### config.mk
export PLATFORM = sky130hd
export DESIGN_NAME = imm_gen_pipe
export DESIGN_NICKNAME = d
export VERILOG_FILES = /design/src/rtl/imm_gen_pipe.sv
export SDC_FILE = /design/constraint.sdc
export NUM_CORES = 1
export LEC_CHECK = 0
export BUFFER_PORTS_ARGS = -buffer_cell sky130_fd_sc_hd__buf_4
export CELL_PAD_IN_SITES_DETAIL_PLACEMENT = 2
export CELL_PAD_IN_SITES_GLOBAL_PLACEMENT = 2
export CORE_MARGIN = 1.5
export CORE_UTILIZATION = 36
export CTS_CLUSTER_DIAMETER = 150
export DETAILED_ROUTE_END_ITERATION = 10
export GPL_ROUTABILITY_DRIVEN = 0
export PLACE_DENSITY_LB_ADDON = 0.15
export SLEW_MARGIN = 40
export SYNTH_ARGS = -nofsm -noshare
export SYNTH_HDL_FRONTEND = slang
export SYNTH_SLANG_ARGS = --single-unit
### constraint.sdc
create_clock -name clk -period 6.47 [get_ports clk]
set_clock_uncertainty 0.2 [all_clocks]
set_input_delay 1.294 -clock clk [delete_from_list [all_inputs] [get_ports clk]]
set_output_delay 1.294 -clock clk [all_outputs]
set_load 0.01 [all_outputs]
### src/rtl/imm_gen_pipe.sv
// Registered RISC-V immediate generator feeding a DEPTH-entry valid/ready FIFO.
// Optional macro IMM_CSR_EN decodes SYSTEM/CSR immediates (ZIMM and I forms).
module imm_gen_pipe #(
  parameter int XLEN  = 64,
  parameter int DEPTH = 2,
  parameter int TAG_W = 32
) (
  input  logic             clk,
  input  logic             reset,
  input  logic             flush,
  input  logic             in_valid,
  output logic             in_ready,
  input  logic [31:0]      in_instr,
  input  logic [TAG_W-1:0] in_tag,
  output logic             out_valid,
  input  logic             out_ready,
  output logic [XLEN-1:0]  out_imm,
  output logic [2:0]       out_fmt,
  output logic             out_illegal,
  output logic [TAG_W-1:0] out_tag
);
  localparam int PW = (DEPTH > 1) ? $clog2(DEPTH) : 1;
  localparam int CW = $clog2(DEPTH + 1);

  typedef enum logic [2:0] {
    F_NONE, F_I, F_S, F_B, F_U, F_J, F_SHAMT, F_ZIMM
  } fmt_e;

  typedef struct packed {
    logic [XLEN-1:0]  imm;
    fmt_e             fmt;
    logic             illegal;
    logic [TAG_W-1:0] tag;
  } entry_t;

  localparam logic [6:0] OP_LOAD = 7'd3,   OP_IMM   = 7'd19, OP_AUIPC = 7'd23;
  localparam logic [6:0] OP_IMM32 = 7'd27, OP_STORE = 7'd35, OP_OP    = 7'd51;
  localparam logic [6:0] OP_LUI  = 7'd55,  OP_OP32  = 7'd59, OP_BR    = 7'd99;
  localparam logic [6:0] OP_JALR = 7'd103, OP_JAL   = 7'd111, OP_FENCE = 7'd15;
  localparam logic [6:0] OP_SYS  = 7'd115;

  logic [6:0]      opcode;
  logic [2:0]      funct3;
  logic [5:0]      shamt;
  logic [XLEN-1:0] imm_i, imm_s, imm_b, imm_u, imm_j;
  entry_t          dec;

  assign opcode = in_instr[6:0];
  assign funct3 = in_instr[14:12];
  assign imm_i  = {{(XLEN-12){in_instr[31]}}, in_instr[31:20]};
  assign imm_s  = {{(XLEN-12){in_instr[31]}}, in_instr[31:25], in_instr[11:7]};
  assign imm_b  = {{(XLEN-12){in_instr[31]}}, in_instr[7], in_instr[30:25],
                   in_instr[11:8], 1'b0};
  assign imm_u  = {{(XLEN-32){in_instr[31]}}, in_instr[31:12], 12'b0};
  assign imm_j  = {{(XLEN-20){in_instr[31]}}, in_instr[19:12], in_instr[20],
                   in_instr[30:21], 1'b0};
  // RV32 shift amounts are only 5 bits; bit 25 belongs to funct7 there
  assign shamt  = (XLEN == 64) ? in_instr[25:20] : {1'b0, in_instr[24:20]};

  always_comb begin
    dec         = '0;
    dec.fmt     = F_NONE;
    dec.tag     = in_tag;
    case (opcode)
      OP_LOAD: begin dec.fmt = F_I; dec.imm = imm_i; end
      OP_JALR:
        if (funct3 == 3'd0) begin dec.fmt = F_I; dec.imm = imm_i; end
        else dec.illegal = 1'b1;
      OP_IMM32:
        if (XLEN == 64) begin dec.fmt = F_I; dec.imm = imm_i; end
        else dec.illegal = 1'b1;
      OP_IMM:
        if (funct3 == 3'd1 || funct3 == 3'd5) begin
          dec.fmt = F_SHAMT; dec.imm = XLEN'(shamt);
        end else begin
          dec.fmt = F_I; dec.imm = imm_i;
        end
      OP_STORE:         begin dec.fmt = F_S; dec.imm = imm_s; end
      OP_BR:            begin dec.fmt = F_B; dec.imm = imm_b; end
      OP_LUI, OP_AUIPC: begin dec.fmt = F_U; dec.imm = imm_u; end
      OP_JAL:           begin dec.fmt = F_J; dec.imm = imm_j; end
`ifdef IMM_CSR_EN
      OP_SYS:
        if (funct3 >= 3'd5) begin
          dec.fmt = F_ZIMM; dec.imm = XLEN'(in_instr[19:15]);
        end else begin
          dec.fmt = F_I; dec.imm = imm_i;
        end
`else
      OP_SYS: ;
`endif
      OP_OP, OP_OP32, OP_FENCE: ;
      default: dec.illegal = 1'b1;
    endcase
  end

  entry_t        mem [DEPTH];
  logic [PW-1:0] wptr, rptr;
  logic [CW-1:0] count;
  logic          push, pop;
  entry_t        head;

  assign in_ready  = (count != CW'(DEPTH));
  assign out_valid = (count != '0);
  assign push      = in_valid && in_ready;
  assign pop       = out_valid && out_ready;

  always_ff @(posedge clk) begin
    if (reset || flush) begin
      wptr  <= '0;
      rptr  <= '0;
      count <= '0;
    end else begin
      if (push) wptr <= wptr + PW'(1);
      if (pop)  rptr <= rptr + PW'(1);
      if (push && !pop)      count <= count + CW'(1);
      else if (pop && !push) count <= count - CW'(1);
    end
  end

  // Storage carries no reset; entries are only observable through count
  always_ff @(posedge clk) begin
    if (push && !reset && !flush) mem[wptr] <= dec;
  end

  assign head        = mem[rptr];
  assign out_imm     = head.imm;
  assign out_fmt     = head.fmt;
  assign out_illegal = head.illegal;
  assign out_tag     = head.tag;
endmodule

== Yosys cells after proc, flatten, opt, wreduce, memory -nomap -nowiden ==
Memory sizes are Yosys's and may differ from the RTL's. A register that Yosys moved wholly into a read port is not among the register bits.
Cells that the tools add are included.
Storage, ports and cells
  register bits after elaboration: 4
  bits in latches: 0
  memory bits (writable): 200
  ROM bits: 0
  input port bits: 69
  output and inout bits: 102
  logic and storage cells: 53
  memories kept: 1
Memories
  mem: words 2, bits a word 100, read ports 1, clocked after Yosys merged registers in 1, wr ports 1, line 97  | entry_t mem [DEPTH];
Operators by class
  add/sub/neg operators: 4
  multiply operators: 0
  divide/modulo/power cells: 0
  order comparisons: 0
  equality and inequality tests: 16
  shifts and indexed selects: 0
  multiplexer cells: 11
  bitwise gates (word level): 0
  reductions and logical operators: 18
Operators with widths (count)
  $pmux W67 S7: 1
  $mux W67: 2
  $eq A7 B6 Y1 const B: 4
  $eq A7 B7 Y1 const B: 4
  $eq A7 B5 Y1 const B: 3
  $reduce_or A12 Y1: 1
  $eq A7 B2 Y1 const B: 1
  $eq A7 B4 Y1 const B: 1
  $logic_and A1 B1 Y1: 6
  $mux W1: 5
  $logic_not A1 Y1: 4
  $mux W2: 2
  $reduce_bool A2 Y1: 2
  $reduce_or A2 Y1: 2
  $eq A3 B1 Y1 const B: 1
  $eq A3 B3 Y1 const B: 1
  $logic_not A3 Y1: 1
  $add A1 B1 Y1 const B: 2
  $add A2 B1 Y2 const B: 1
  $logic_or A1 B1 Y1: 2
  $ne A2 B2 Y1 const B: 1
  $pmux W1 S2: 1
  $sub A2 B1 Y2 const B: 1

== Longest topological paths before layout ==
Gate-level depths: netlist (run 1).
  word-level depth: 6
  depth in mapped cells: 7
  depth with buffers taken out: 7

== Least setup slack after synthesis (run 1) ==
OpenSTA, ideal clock, no wires.
  kind: input port to flip-flop
  start point: input port in_valid
  end point: memory mem[0][0] (netlist bit) (enable)
  library setup time: 494 ps
  data arrival time: 4406 ps
  required time: 5776 ps
  path slack: 1370 ps
  cell stages on the path: 3
  path buffers: 0
  path through: and2_0 nand2_1 nor2_1
Between the ends
  longest elaborated chain between the ends: 5
Ends and longest elaborated chain
  from (decl): line 11  | input logic in_valid,
  $logic_and A1 B1 Y1: line 105  | assign push = in_valid && in_ready;
  $logic_and A1 B1 Y1 (2 in series): line 123  | if (push && !reset && !flush) mem[wptr] <= dec;
  $mux W1: line 123
  $mux W1 (implied by the code): line 123
  to (decl): line 97
Every way passes these cells.

==> impl_results.md, run 1 <==
* Reg clk slew, reported paths at about 0.050 ns
* HPWL after DPL at 10,410 um
* Cell Count, Final, Fillers Out at 739
* GRT Util Overall at 0.1762
* CP max FO at 33
* Die Y at 132.4 um
* First-pass GRT wire length at 22,850 um
* TNS Setup at 0 ns
* Total core area at 0.01647 sq mm
* Worst Max-Slew Pin Slew at 0.6596 ns
* Min Tclk post-route at 3.753 ns
* P&R area growth vs syn at 32.59%
* DR WL met2 at 8317 um
* WL/cell at 20.39 um
* Arrival time at the worst endpoint at 2.26 ns
* DRC at 0
* Die X at 132.4 um
* Root Driver: clkbuf_16
* Post-layout power at around 2200 uW
* Outcome: finished, final reports clean
* Crit-path cells: buf_12 > buf_12 > mux2_2 > buf_4
* Vias in the first global route at ~3,900
* VDD IR-drop max at 196.2 uV
* Crit path max-delay cell type: mux2_2
* # hold bufs at CTS at 0
* Via count at 3,561
* Final-report setup violation count at 0
* RSZ-0062 raised after global routing: no
* Worst path max stage delay at 0.58 ns
* Startpoint of the worst register-to-register path: count[0]$_SDFFE_PP0P_
* Max Used Layer: met4
* Leak at 0.003005 uW
* Period utilization at 0.5801
* Worst-Skew Late Latency at about 0.41 ns
* Slew margin rel. at 0.5587
* CP bufs+invs at 3
* Nets at approximately 580
* Critical Path RT at 4.98 ns
* Synth top area share at 0.6780
* Max Fclk at 266.4 MHz
* Crit path top cell by count: buf_12
* Drt pass-1 iters at 4
* Family with the most delay on the worst path: buffers and inverters
* Largest net degree at the start of global routing at 36
* Inserted Clock Buffers at 17
* Worst hold stages at 2
* Area leader, netlist: edfxtp_1
* First-iteration detailed-routing DRC count at 152
* Via density at 4.819
* Grt ovf at 0
* Row count at 47
* Post-CTS resize count at 0
* Hold Crit Endpoint: rptr$_SDFFE_PP0P_
* R2R cell count at 5
* Endpoint class of the critical path: primary output
* Reg2Reg Setup Slack at 4.20 ns
* Inst Count DP at 708
* Die area at approximately 0.018 sq mm
* Clock sinks at 141
* Avg Inst Size Synth at 16.87 sq um
* Synthesized cell area at approximately 0.006 sq mm
* Post-synth net total at ~430
* Maxcap violations at 0
* # IOs at 171
* Final core utilization at 0.4850
* PortBufs at 170
* CTS Buffer Depth at 2
* WL final at between 15,000 and 20,000 um
* Met1 wire length at 6035 um
* H-tree level count at 4
* Share of layout cells above drive strength 1 at 0.5568
* Initial antenna violation count at 0
* Sequential element share of the synthesized area at 0.6946
* Final Max Tran Viols at 0
* Reg2reg end: mem[0][44]$_DFFE_PP_
* Post-synth cell types at 47
* Hold Path Class: reg2reg
* Min-delay src: rptr$_SDFFE_PP0P_
* Pwr dens at around 280 mW/mm^2
* Post CTS Setup Buffer Count at 0
* Critical Path Start Type: register
* Worst path depth at 4
* Initial Util at 0.3658
* Met3 WL post-DR at 565 um
* Crit path kind: reg2out
* Synth area leaders: edfxtp_1, mux2_2, buf_4
* Syn Inst Count at 357
* Antenna Cells at 0
* YS warnings at 0
* Flops & latches, synth at 141
* Post-route ant nets at 0
* Fin. Hold Viols at 0
* CTS tree: yes
## synth_stat cells, drive strengths merged
library cell	n
nand2b	2
dfxtp	5
nand4	1
buf	43
o21bai	1
o21ai	3
or2b	1
and4bb	2
a21o	20
a21oi	4
or2	1
a211oi	1
and2	3
o211ai	2
ha	1
nor2b	5
nor3	8
nand3b	1
nor2	8
a22o	4
nand4b	2
nor3b	1
mux2	68
nand2	7
a211o	1
edfxtp	136
xnor2	2
a21boi	2
nand3	4
a31oi	3
xor2	3
and3	4
and3b	2
clkbuf	2
inv	3
a22oi	1
## report_power, final
group / total (uW) / internal, uW / switching (uW)
Clock: 999 / 638 / 361
Combinational: 197 / 104 / 93.6
Sequential: 1030 / 1020 / 9.18
Total: 2230 / 1760 / 464
## how the worst max path moves through the flow
stage,to,slack (ns),startpoint
5_1_grt,out_imm[55],2.59,register
3_5_place_dp,out_imm[48],3.10,register
4_1_cts,out_imm[58],2.65,register
3_3_place_gp,mem[0][53]$_DFFE_PP_,2.65,in_valid
2_1_floorplan,mem[0][0]$_DFFE_PP_,1.37,in_valid
6_report,out_imm[63],2.72,register
## cell usage in the layout, fill, tap and decap left out, types with 5 or more instances in the layout
cell type	synthesis	layout
edfxtp_1	136	136
nor2b_1	5	5
nor3_1	6	6
buf_4	33	171
a21o_1	19	19
nor2_1	8	7
mux2_2	68	68
clkbuf_16	0	17
nand2_1	7	7
## worst min-delay path, stage by stage, from the launching register on
cell and delay, ns:
dfxtp_1 0.32, xor2_1 0.08, nor3_1 0.12
## metal layers
| layer | global-route usage | up-vias |
|---|---|---|
| li1 | - | 1639 |
| met3 | 0.04460 | 13 |
| met4 | 0.05372 | 0 |
| met1 | 0.2014 | 1823 |
| met5 | 0 | - |
| met2 | 0.3234 | 86 |
## state kept, by name, indices dropped and copies added (netlist names), named ones only
| signal | cells |
|---|---|
| mem | 136 |
| rptr | 1 |
| count | 2 |
| wptr | 1 |
## kinds of logic (layout without fill, tap and decap cells)
logic type / count (synthesis) / count (layout) / share of synthesized area
AOI/OAI and AO/OA: 42 / 42 / 0.05567
xor gates and xnor gates: 5 / 5 / 0.007272
adders and majority gates: 1 / 1 / 0.002077
buffers and inverters: 48 / 210 / 0.05463
DFF: 141 / 141 / 0.6946
muxes: 68 / 68 / 0.1271
and+or+nand+nor: 52 / 52 / 0.05858
## per-stage QoR
step                setup slack, ns  hold WS, ns  instance area, sq um
floorplan                     1.370       0.3200                  6023
global placement              2.653       0.3672                  7281
detailed placement            3.101       0.3732                  7383
CTS                           2.646       0.3887                  7986
global route                  2.587       0.4021                  7986
finish                        2.717       0.3772                  7986
## layout make-up
class	count	area, sq um
Clock inverter	13	173.9
Tap cell	220	275.3
Fill cell	1552	8479
Timing Repair Buffer	176	1386
Sequential cell	141	4188
Multi-Input combinational cell	168	1523
Clock buffer	18	429.2
Inverter	3	11.26
(Power assumes the default switching activity.)
==> inputs of run 2 (changes only) <==
--- a/config.mk
+++ b/config.mk
@@ -9,7 +9,7 @@
 export CELL_PAD_IN_SITES_DETAIL_PLACEMENT = 2
 export CELL_PAD_IN_SITES_GLOBAL_PLACEMENT = 2
 export CORE_MARGIN = 1.5
-export CORE_UTILIZATION = 36
+export CORE_UTILIZATION = 33
 export CTS_CLUSTER_DIAMETER = 150
 export DETAILED_ROUTE_END_ITERATION = 10
 export GPL_ROUTABILITY_DRIVEN = 0
==> constraint.sdc (replaced) <==
create_clock -name clk -period 3.3 [get_ports clk]
set_clock_uncertainty 0.2 [all_clocks]
set_input_delay 0.66 -clock clk [delete_from_list [all_inputs] [get_ports clk]]
set_output_delay 0.66 -clock clk [all_outputs]
set_load 0.01 [all_outputs]
==> run 2 against run 1 <==
Register-to-register slack worse by 3.1 ns; sequential share of layout area is 0.22 points higher; largest cell class unchanged; first-iteration DRC count is 31% lower; non-clock buffer count stayed put; combinational power is 90% higher; count of clock-buffer cells in the layout is 1 higher; die area is 8.9% higher; utilization is 4.1 points lower; flip-flop and latch count stayed put; total power is 94% higher; clock power is 92% higher.
==> impl_results.md, run 2 (synthesis gave the netlist of run 1 again) <==
* Antenna Cells at 0
* Worst path max stage delay at 0.60 ns
* Die area at 0.01907 sq mm
* Hold Path Class: in2reg
* Crit-path cells: mux2_2 > buf_4
* Largest net degree at the start of global routing at 36
* GRT Util Overall at 0.1520
* Slew margin rel. at 0.5884
* Biggest register: mem
* Max Fclk at 366.3 MHz
* Die X at approximately 140 um
* CP max FO at 33
* CTS tree: yes
* Die Y at 138.1 um
* Total core area at 0.01790 sq mm
* Nets at 577
* Worst path depth at 2
* Grt ovf at 0
* Worst-Skew Late Latency at 0.42 ns
* DRC at 0
* R2R cell count at 4
* Met1 wire length at 5654 um
* VDD IR-drop max at 337.5 uV
* WL final at 14,050 um
* Largest regs: mem (136), count (2)
* Row count at 49
* Critical Path Start Type: register
* DR WL met2 at 7490 um
* First-iteration detailed-routing DRC count at 105
* Highest-count cells in the layout ignoring fill and taps: buf_4, edfxtp_1, mux2_2
* Family with the most delay on the worst path: multiplexers
* PortBufs at 170
* Post-CTS resize count at 0
* RSZ-0062 raised after global routing: no
* Min Tclk post-route at 2.730 ns
* CTS Buffer Depth at 2
* TNS Setup at 0 ns
* CP bufs+invs at 1
* Initial antenna violation count at 0
* Crit path max-delay cell type: mux2_2
* Worst hold stages at 1
* H-tree level count at 4
* Drt pass-1 iters at 4
* Leak at 0.003001 uW
* WL/cell at around 19 um
* Max FFs per register at ~140
* Via density at 4.657
* Vias in the first global route at between 3,000 and 4,000
* Crit path kind: reg2out
* Commonest non-fill, non-tap cell in the layout: buf_4
* Met3 WL post-DR at 680 um
* Period utilization at 0.8274
* Post-layout power at 4320 uW
* Post-route ant nets at 0
* Initial Util at 0.3365
* # fillers at 1,750
* Outcome: finished, final reports clean
* Arrival time at the worst endpoint at 1.87 ns
* Clock sinks at 141
* Inserted Clock Buffers at 17
* Maxcap violations at 0
* Critical Path RT at 2.44 ns
* Fin. Hold Viols at 0
* HPWL after DPL at 9974 um
* Final-report setup violation count at 0
* # hold bufs at CTS at 0
* Max Used Layer: met4
* Endpoint class of the critical path: primary output
* First-pass GRT wire length at 22,160 um
* Share of layout cells above drive strength 1 at 0.5577
* Root Driver: clkbuf_16
* Via count at 3,488
* Worst Max-Slew Pin Slew at 0.6152 ns
* Final Max Tran Viols at 0
* Final core utilization at 0.4442
* Reg clk slew, reported paths at 0.06 ns
* Post CTS Setup Buffer Count at 0
* P&R area growth vs syn at 32.03%
* Pwr dens at 543.2 mW/mm^2
* # IOs at 171
run 2: cell types whose count changed in the layout (fill, tap and decap cells not counted), sizes merged:
cell | before | now
clkinvlp | 3 | 0
inv | 3 | 6
bufinv | 4 | 3
clkbuf | 18 | 19
clkinv | 6 | 7
run 2: where the power goes:
group          leakage (uW)  total [uW]  internal (uW)  switching (uW)
registers           0.00121        2020           2000            17.5
clock network      0.000294        1920           1190             730
logic               0.00150         374            198             176
total               0.00300        4320           3400             924
run 2: metrics by stage:
step                setup slack, ns  hold slack, ns  instances  area (sq um)
finish                       0.5697          0.2262        749          7953
global route                 0.4278          0.2072        749          7953
CTS                          0.5123          0.2044        749          7953
detailed placement           0.9255          0.3784        717          7355
global placement             0.9469          0.3408        717          7355
floorplan                    0.1278          0.3200        357          6031
run 2: final timing paths:
path	startpoint	end	slack, ns
max reg2reg	count[0]$_SDFFE_PP0P_	mem[1][12]$_DFFE_PP_	1.14
max	register	out_imm[46]	0.57
min reg2reg	rptr$_SDFFE_PP0P_	rptr$_SDFFE_PP0P_	0.37
min	in_tag[25]	mem[0][25]$_DFFE_PP_	0.23
run 2: cell type report:
type | instances | area (sq um) | share of cell area
Clock inverter | 13 | 165.2 | 0.02077
Multi-Input combinational cell | 168 | 1523 | 0.1915
Timing Repair Buffer | 176 | 1346 | 0.1693
Sequential cell | 141 | 4188 | 0.5266
Clock buffer | 19 | 432.9 | 0.05444
Tap cell | 229 | 286.5 | 0.03603
Inverter | 3 | 11.26 | 0.001416
run 2: per-layer routing:
layer	global-route usage	vias up
met5	0	-
met2	0.2645	90
met1	0.1775	1747
met4	0.05873	0
met3	0.04364	18
li1	-	1633
